===== src/rtl/alu_wb_buffer.sv =====
`default_nettype none
// ============================================================================
// Module      : alu_wb_buffer
// Description : Elastic ALU-to-writeback result FIFO with 4-phase req/ack on
//               both sides and a pending-write query for hazard detection.
// Revision    : 1.0 - initial release
// ============================================================================
module alu_wb_buffer #(
    parameter int DATA_W = 16,
    parameter int ADDR_W = 4,
    parameter int DEPTH  = 4
) (
    input  logic                     clk,
    input  logic                     rst,
    input  logic                     in_req,
    output logic                     in_ack,
    input  logic [DATA_W-1:0]        in_result,
    input  logic [ADDR_W-1:0]        in_rd,
    input  logic                     in_we,
    input  logic                     in_zero,
    input  logic                     in_neg,
    output logic                     out_req,
    input  logic                     out_ack,
    output logic [DATA_W-1:0]        out_result,
    output logic [ADDR_W-1:0]        out_rd,
    output logic                     out_we,
    output logic                     out_zero,
    output logic                     out_neg,
    output logic [$clog2(DEPTH):0]   count,
    output logic                     full,
    output logic                     empty,
    input  logic [ADDR_W-1:0]        query_addr,
    output logic                     query_busy
);

    localparam int c_PTR_W = $clog2(DEPTH);
    localparam int c_CNT_W = $clog2(DEPTH) + 1;
    localparam int c_ENT_W = DATA_W + ADDR_W + 3;
    localparam logic [c_CNT_W-1:0] c_FULL_CNT = c_CNT_W'(DEPTH);

    localparam logic [0:0] c_IN_IDLE  = 1'b0;
    localparam logic [0:0] c_IN_ACK   = 1'b1;

    localparam logic [1:0] c_OUT_IDLE = 2'd0;
    localparam logic [1:0] c_OUT_REQ  = 2'd1;
    localparam logic [1:0] c_OUT_WAIT = 2'd2;

    // Entry layout: {result, rd, we, zero, neg}
    logic [c_ENT_W-1:0] r_mem [DEPTH];
    logic [c_PTR_W-1:0] r_wr_ptr;
    logic [c_PTR_W-1:0] r_rd_ptr;
    logic [c_CNT_W-1:0] r_count;
    logic [c_CNT_W-1:0] w_count_nxt;
    logic               r_full;
    logic               r_empty;

    logic [0:0]         r_in_state;
    logic [0:0]         w_in_state_nxt;
    logic [1:0]         r_out_state;
    logic [1:0]         w_out_state_nxt;

    logic               w_push;
    logic               w_pop;
    logic               w_load;

    logic [c_ENT_W-1:0] r_out_ent;
    logic [c_ENT_W-1:0] w_in_ent;
    logic [c_PTR_W-1:0] w_off;
    logic               w_busy;

    assign w_in_ent = {in_result, in_rd, in_we, in_zero, in_neg};

    always_comb begin
        w_in_state_nxt = r_in_state;
        w_push         = 1'b0;
        case (r_in_state)
            c_IN_IDLE: begin
                if (in_req && !r_full) begin
                    w_push         = 1'b1;
                    w_in_state_nxt = c_IN_ACK;
                end
            end
            c_IN_ACK: begin
                if (!in_req) begin
                    w_in_state_nxt = c_IN_IDLE;
                end
            end
            default: w_in_state_nxt = c_IN_IDLE;
        endcase
    end

    always_comb begin
        w_out_state_nxt = r_out_state;
        w_load          = 1'b0;
        w_pop           = 1'b0;
        case (r_out_state)
            c_OUT_IDLE: begin
                if (!r_empty && !out_ack) begin
                    w_load          = 1'b1;
                    w_out_state_nxt = c_OUT_REQ;
                end
            end
            c_OUT_REQ: begin
                if (out_ack) begin
                    w_pop           = 1'b1;
                    w_out_state_nxt = c_OUT_WAIT;
                end
            end
            c_OUT_WAIT: begin
                if (!out_ack) begin
                    w_out_state_nxt = c_OUT_IDLE;
                end
            end
            default: w_out_state_nxt = c_OUT_IDLE;
        endcase
    end

    always_comb begin
        w_count_nxt = r_count;
        case ({w_push, w_pop})
            2'b10:   w_count_nxt = r_count + c_CNT_W'(1);
            2'b01:   w_count_nxt = r_count - c_CNT_W'(1);
            default: w_count_nxt = r_count;
        endcase
    end

    // Storage carries no reset; validity is tracked solely by r_count.
    always_ff @(posedge clk) begin
        if (w_push) begin
            r_mem[r_wr_ptr] <= w_in_ent;
        end
    end

    always_ff @(posedge clk) begin
        if (rst) begin
            r_in_state  <= c_IN_IDLE;
            r_out_state <= c_OUT_IDLE;
            r_wr_ptr    <= '0;
            r_rd_ptr    <= '0;
            r_count     <= '0;
            r_full      <= 1'b0;
            r_empty     <= 1'b1;
            r_out_ent   <= '0;
        end else begin
            r_in_state  <= w_in_state_nxt;
            r_out_state <= w_out_state_nxt;
            r_count     <= w_count_nxt;
            r_full      <= (w_count_nxt == c_FULL_CNT);
            r_empty     <= (w_count_nxt == '0);
            if (w_push) begin
                r_wr_ptr <= r_wr_ptr + c_PTR_W'(1);
            end
            if (w_pop) begin
                r_rd_ptr <= r_rd_ptr + c_PTR_W'(1);
            end
            if (w_load) begin
                r_out_ent <= r_mem[r_rd_ptr];
            end
        end
    end

    // A slot is live when its distance from the read pointer is below count.
    always_comb begin
        w_busy = 1'b0;
        w_off  = '0;
        for (int i = 0; i < DEPTH; i++) begin
            w_off = c_PTR_W'(i) - r_rd_ptr;
            if (({1'b0, w_off} < r_count) && r_mem[i][2] &&
                (r_mem[i][ADDR_W+2:3] == query_addr)) begin
                w_busy = 1'b1;
            end
        end
    end

    assign in_ack     = (r_in_state == c_IN_ACK);
    assign out_req    = (r_out_state == c_OUT_REQ);
    assign out_result = r_out_ent[c_ENT_W-1 -: DATA_W];
    assign out_rd     = r_out_ent[ADDR_W+2:3];
    assign out_we     = r_out_ent[2];
    assign out_zero   = r_out_ent[1];
    assign out_neg    = r_out_ent[0];
    assign count      = r_count;
    assign full       = r_full;
    assign empty      = r_empty;
    assign query_busy = w_busy;

endmodule
`default_nettype wire


===== config.mk =====
export PLATFORM = sky130hd
export DESIGN_NAME = alu_wb_buffer
export DESIGN_NICKNAME = d
export VERILOG_FILES = /design/src/rtl/alu_wb_buffer.sv
export SDC_FILE = /design/constraint.sdc
export NUM_CORES = 1
export LEC_CHECK = 0
export ABC_AREA = 1
export CAP_MARGIN = 30
export CORE_AREA = 4 4 120 99
export DETAILED_ROUTE_END_ITERATION = 8
export DIE_AREA = 0 0 124 103
export PLACE_DENSITY = 0.74
export SYNTH_ARGS = -nofsm -noshare
export SYNTH_HDL_FRONTEND = slang
export SYNTH_SLANG_ARGS = --single-unit

===== constraint.sdc =====
create_clock -name clk -period 2 [get_ports clk]
set_input_delay 0.3 -clock clk [delete_from_list [all_inputs] [get_ports clk]]
set_output_delay 0.3 -clock clk [all_outputs]
set_load 0.005 [all_outputs]

==> flow_summary.yaml <==
critical_path:
  worstPathCellList: "nor2_2, nor2_2, buf_4, ha_1, nand3_1, nand3_1, nor2_1, nor2_1, nand2_1, buf_2"
  cp-start-kind: "register"
  worst_ep_required_time_ns: 1.70
  slowest_delay_ns: 0.33
  crit_slowest_cell: "sky130_fd_sc_hd__dfxtp_2"
  cp.arrival_ns: 1.79
  worstSetupPathType: "reg2out"
  timing.critical_path.max_delay_family: "simple AND/OR/NAND/NOR gates"
  cp_max_fo: 3
  number_of_buffer_and_inverter_stages_on_the_critical_path: 2
  critPathCaptureType: "output port"
grt:
  via_count_of_the_first_global_routing_pass: 3606
  grt_pass1_wl_um: 17810
  grt_max_degree: 45
  global_route.overflow_total: 0
  antenna_found_initial: 0
  groute.usage.overall: 0.1857
power:
  p_total_mw: 6.853
  p_per_area_nw_per_um2: 1006
  vdd_drop_max_mv: 0.6950
  static-leakage-power_nw: 2.768
final_layout:
  area_growth_pct: 30.59
  final_cells: 738
  insertedDiodeCount: 0
  final_core_util: 0.6378
  post_route_cells_drive_above_1_share: 0.1616
  layout_net_count: 622
  post-route-cell-area_um2: 6810
placed_design:
  place.gp.congestion: 0.8471
  dpl.cell_count: 704
  dp_slack_ns: -0.2262
  dpl_cell_area_um2: 6190
  dpl_wire_length_um: 7551
  io_buffer_count: 61
synth:
  synth.area.top_cells: "sky130_fd_sc_hd__edfxtp_1 (53%), sky130_fd_sc_hd__dfxtp_1 (13%), sky130_fd_sc_hd__a22oi_1 (6.6%), sky130_fd_sc_hd__nand2_1 (6.5%), sky130_fd_sc_hd__inv_1 (4.8%)"
  netlist_top_cells_count: "sky130_fd_sc_hd__edfxtp_1 (92), sky130_fd_sc_hd__nand2_1 (90), sky130_fd_sc_hd__inv_1 (67), sky130_fd_sc_hd__nor2_1 (67), sky130_fd_sc_hd__a22oi_1 (46)"
  synth-main-ff-cell: "sky130_fd_sc_hd__edfxtp_1"
  synth_edf_count: 92
  post-synth-top-count-cell: "sky130_fd_sc_hd__edfxtp_1"
  synth_seq_cells: 127
  synthesis.instances: 480
  synth_sequential_area_ratio: 0.6641
  syn_avg_cell_area_um2: 10.86
  synth.net_count: 521
  synthDominantCellAreaShare: 0.5298
  netlist.top_cell.by_area: "sky130_fd_sc_hd__edfxtp_1"
  post_synthesis_cell_type_count: 22
  syn-cell-area_um2: 5215
  synth-async-reset-ratio: 0
  yosys_warnings: 0
clocking:
  holdBufCountCts: 0
  cts_buffers: 17
  worstSkewPairLatency_ns: 0.41
  ctsRootBufferMaster: "sky130_fd_sc_hd__clkbuf_16"
  h-tree-depth: 4
  path_clk_slew_ns: 0.05
  cts_tree: "done"
  clock-sinks: 127
  cts_buffer_depth: 2
detailed_routing:
  viasPerCell: 5.065
  route.antenna.remaining_nets: 0
  dr.pass1.iters: 5
  remaining_routing_drc_violations: 0
  vias: 3738
  first_iter_violations: 291
  wl_per_cell_um: 15.52
  wl_um: 11450
die:
  die_h_um: 103
  floorplan.die.width_um: 124
  start_util: 0.4884
  rows: 34
  pin_count: 62
  placeableCoreArea_um2: 10680
  floorplan.die_area_um2: 12770
timing:
  setup_total_negative_slack_ns: -0.09083
  max_slew.worst_pin.slew_ns: 0.7039
  slew_headroom: 0.5302
  rsz0062_at_grt: "true"
  final-setup-viol-count: 1
  fmax_mhz: 478.3
  hold_ws_ns: 0.4711
  clock-skew-final_ns: 0.01640
  max_slew_violations: 0
  timing_hold_violations_final: 0
  postLayoutSetupSlackWorst_ns: -0.09083
  fin_crit_sh: 1.045
  finalWorstPathRequiredPeriod_ns: 2.091
outcome:
  failing_checks: "negative setup slack"
  run_status: "finished with violations"
run:
  maxCapViolations: 0
min_path:
  worst_hold_path_type: "in2reg"
## flip-flops by register name (all words and copies together) (netlist names)
| name | flops |
|---|---|
| r_mem | 92 |
| in_ack | 1 |
| r_rd_ptr | 2 |
| full | 1 |
| empty | 1 |
| count | 3 |
| r_out_ent | 23 |
| r_wr_ptr | 2 |
| r_out_state | 2 |
## worst register-to-register path, delay by kind of cell, from the launching register on
family	cells	cell delay, ns
buf+inv	5	0.67
simple gates	3	0.74
compound gates	1	0.09
flops	1	0.35
## where the power goes
part / internal, mW / switching (mW) / total (mW)
combinational: 0.404 / 0.434 / 0.839
sequential: 2.99 / 0.0771 / 3.07
clock: 1.83 / 1.11 / 2.95
total: 5.23 / 1.63 / 6.85
## final cells by class
| cell class | count | area (um^2) |
|---|---|---|
| Fill cell | 812 | 3867 |
| Sequential cell | 127 | 3467 |
| Multi-Input combinational cell | 271 | 1449 |
| Timing Repair Buffer | 97 | 888.4 |
| Clock buffer | 19 | 432.9 |
| Inverter | 67 | 251.5 |
| Tap cell | 144 | 180.2 |
| Clock inverter | 13 | 141.4 |
## logic make-up (layout without fill, tap and decap cells)
group                      count (synthesis)  count (layout)  share of synthesized area
AOI/OAI and AO/OA                         59              59                    0.07989
xor gates and xnor gates                   2               2                   0.003360
adders and majority gates                 10              10                    0.02543
buffers and inverters                     82             196                    0.06766
DFF                                      127             127                     0.6641
and+or+nand+nor                          200             200                     0.1595
## cell usage in the layout, fill, tap and decap left out, drive strengths merged, types with 2 or more instances in the layout
cell,instances
a21oi,5
a22oi,46
buf,37
bufinv,2
clkbuf,19
clkdlybuf4s50,60
clkinv,7
clkinvlp,3
dfxtp,35
edfxtp,92
ha,9
inv,68
nand2,90
nand3,31
nor2,77
o21ai,6
xor2,2
## metal layers
layer | vias to the layer above | global-route usage | wire, um
met5 | - | 0 | 0
met3 | 7 | 0.04224 | 726
met2 | 120 | 0.3120 | 5663
met4 | 0 | 0.06566 | 97
li1 | 1818 | - | -
met1 | 1793 | 0.2388 | 4965
## final timing paths
kind / to / depth (start not counted) / from / slack (ns)
setup / recovery: query_busy / 10 / r_rd_ptr[1] / -0.09
hold / removal: in_ack / 3 / in_req / 0.47
setup reg to reg: r_out_ent[10] / 9 / r_rd_ptr[0] / 0.11
hold reg to reg: in_ack / 1 / full / 0.48
## timing repair
| action | 4_1_cts | 5_1_grt |
|---|---|---|
| buffers inserted | 1 | 1 |
| pin swaps | 5 | 2 |
| endpoints found under the setup margin | 1 | 4 |
| resized for setup | 9 | 7 |
No activity file was read; power rests on OpenSTA's default activity.
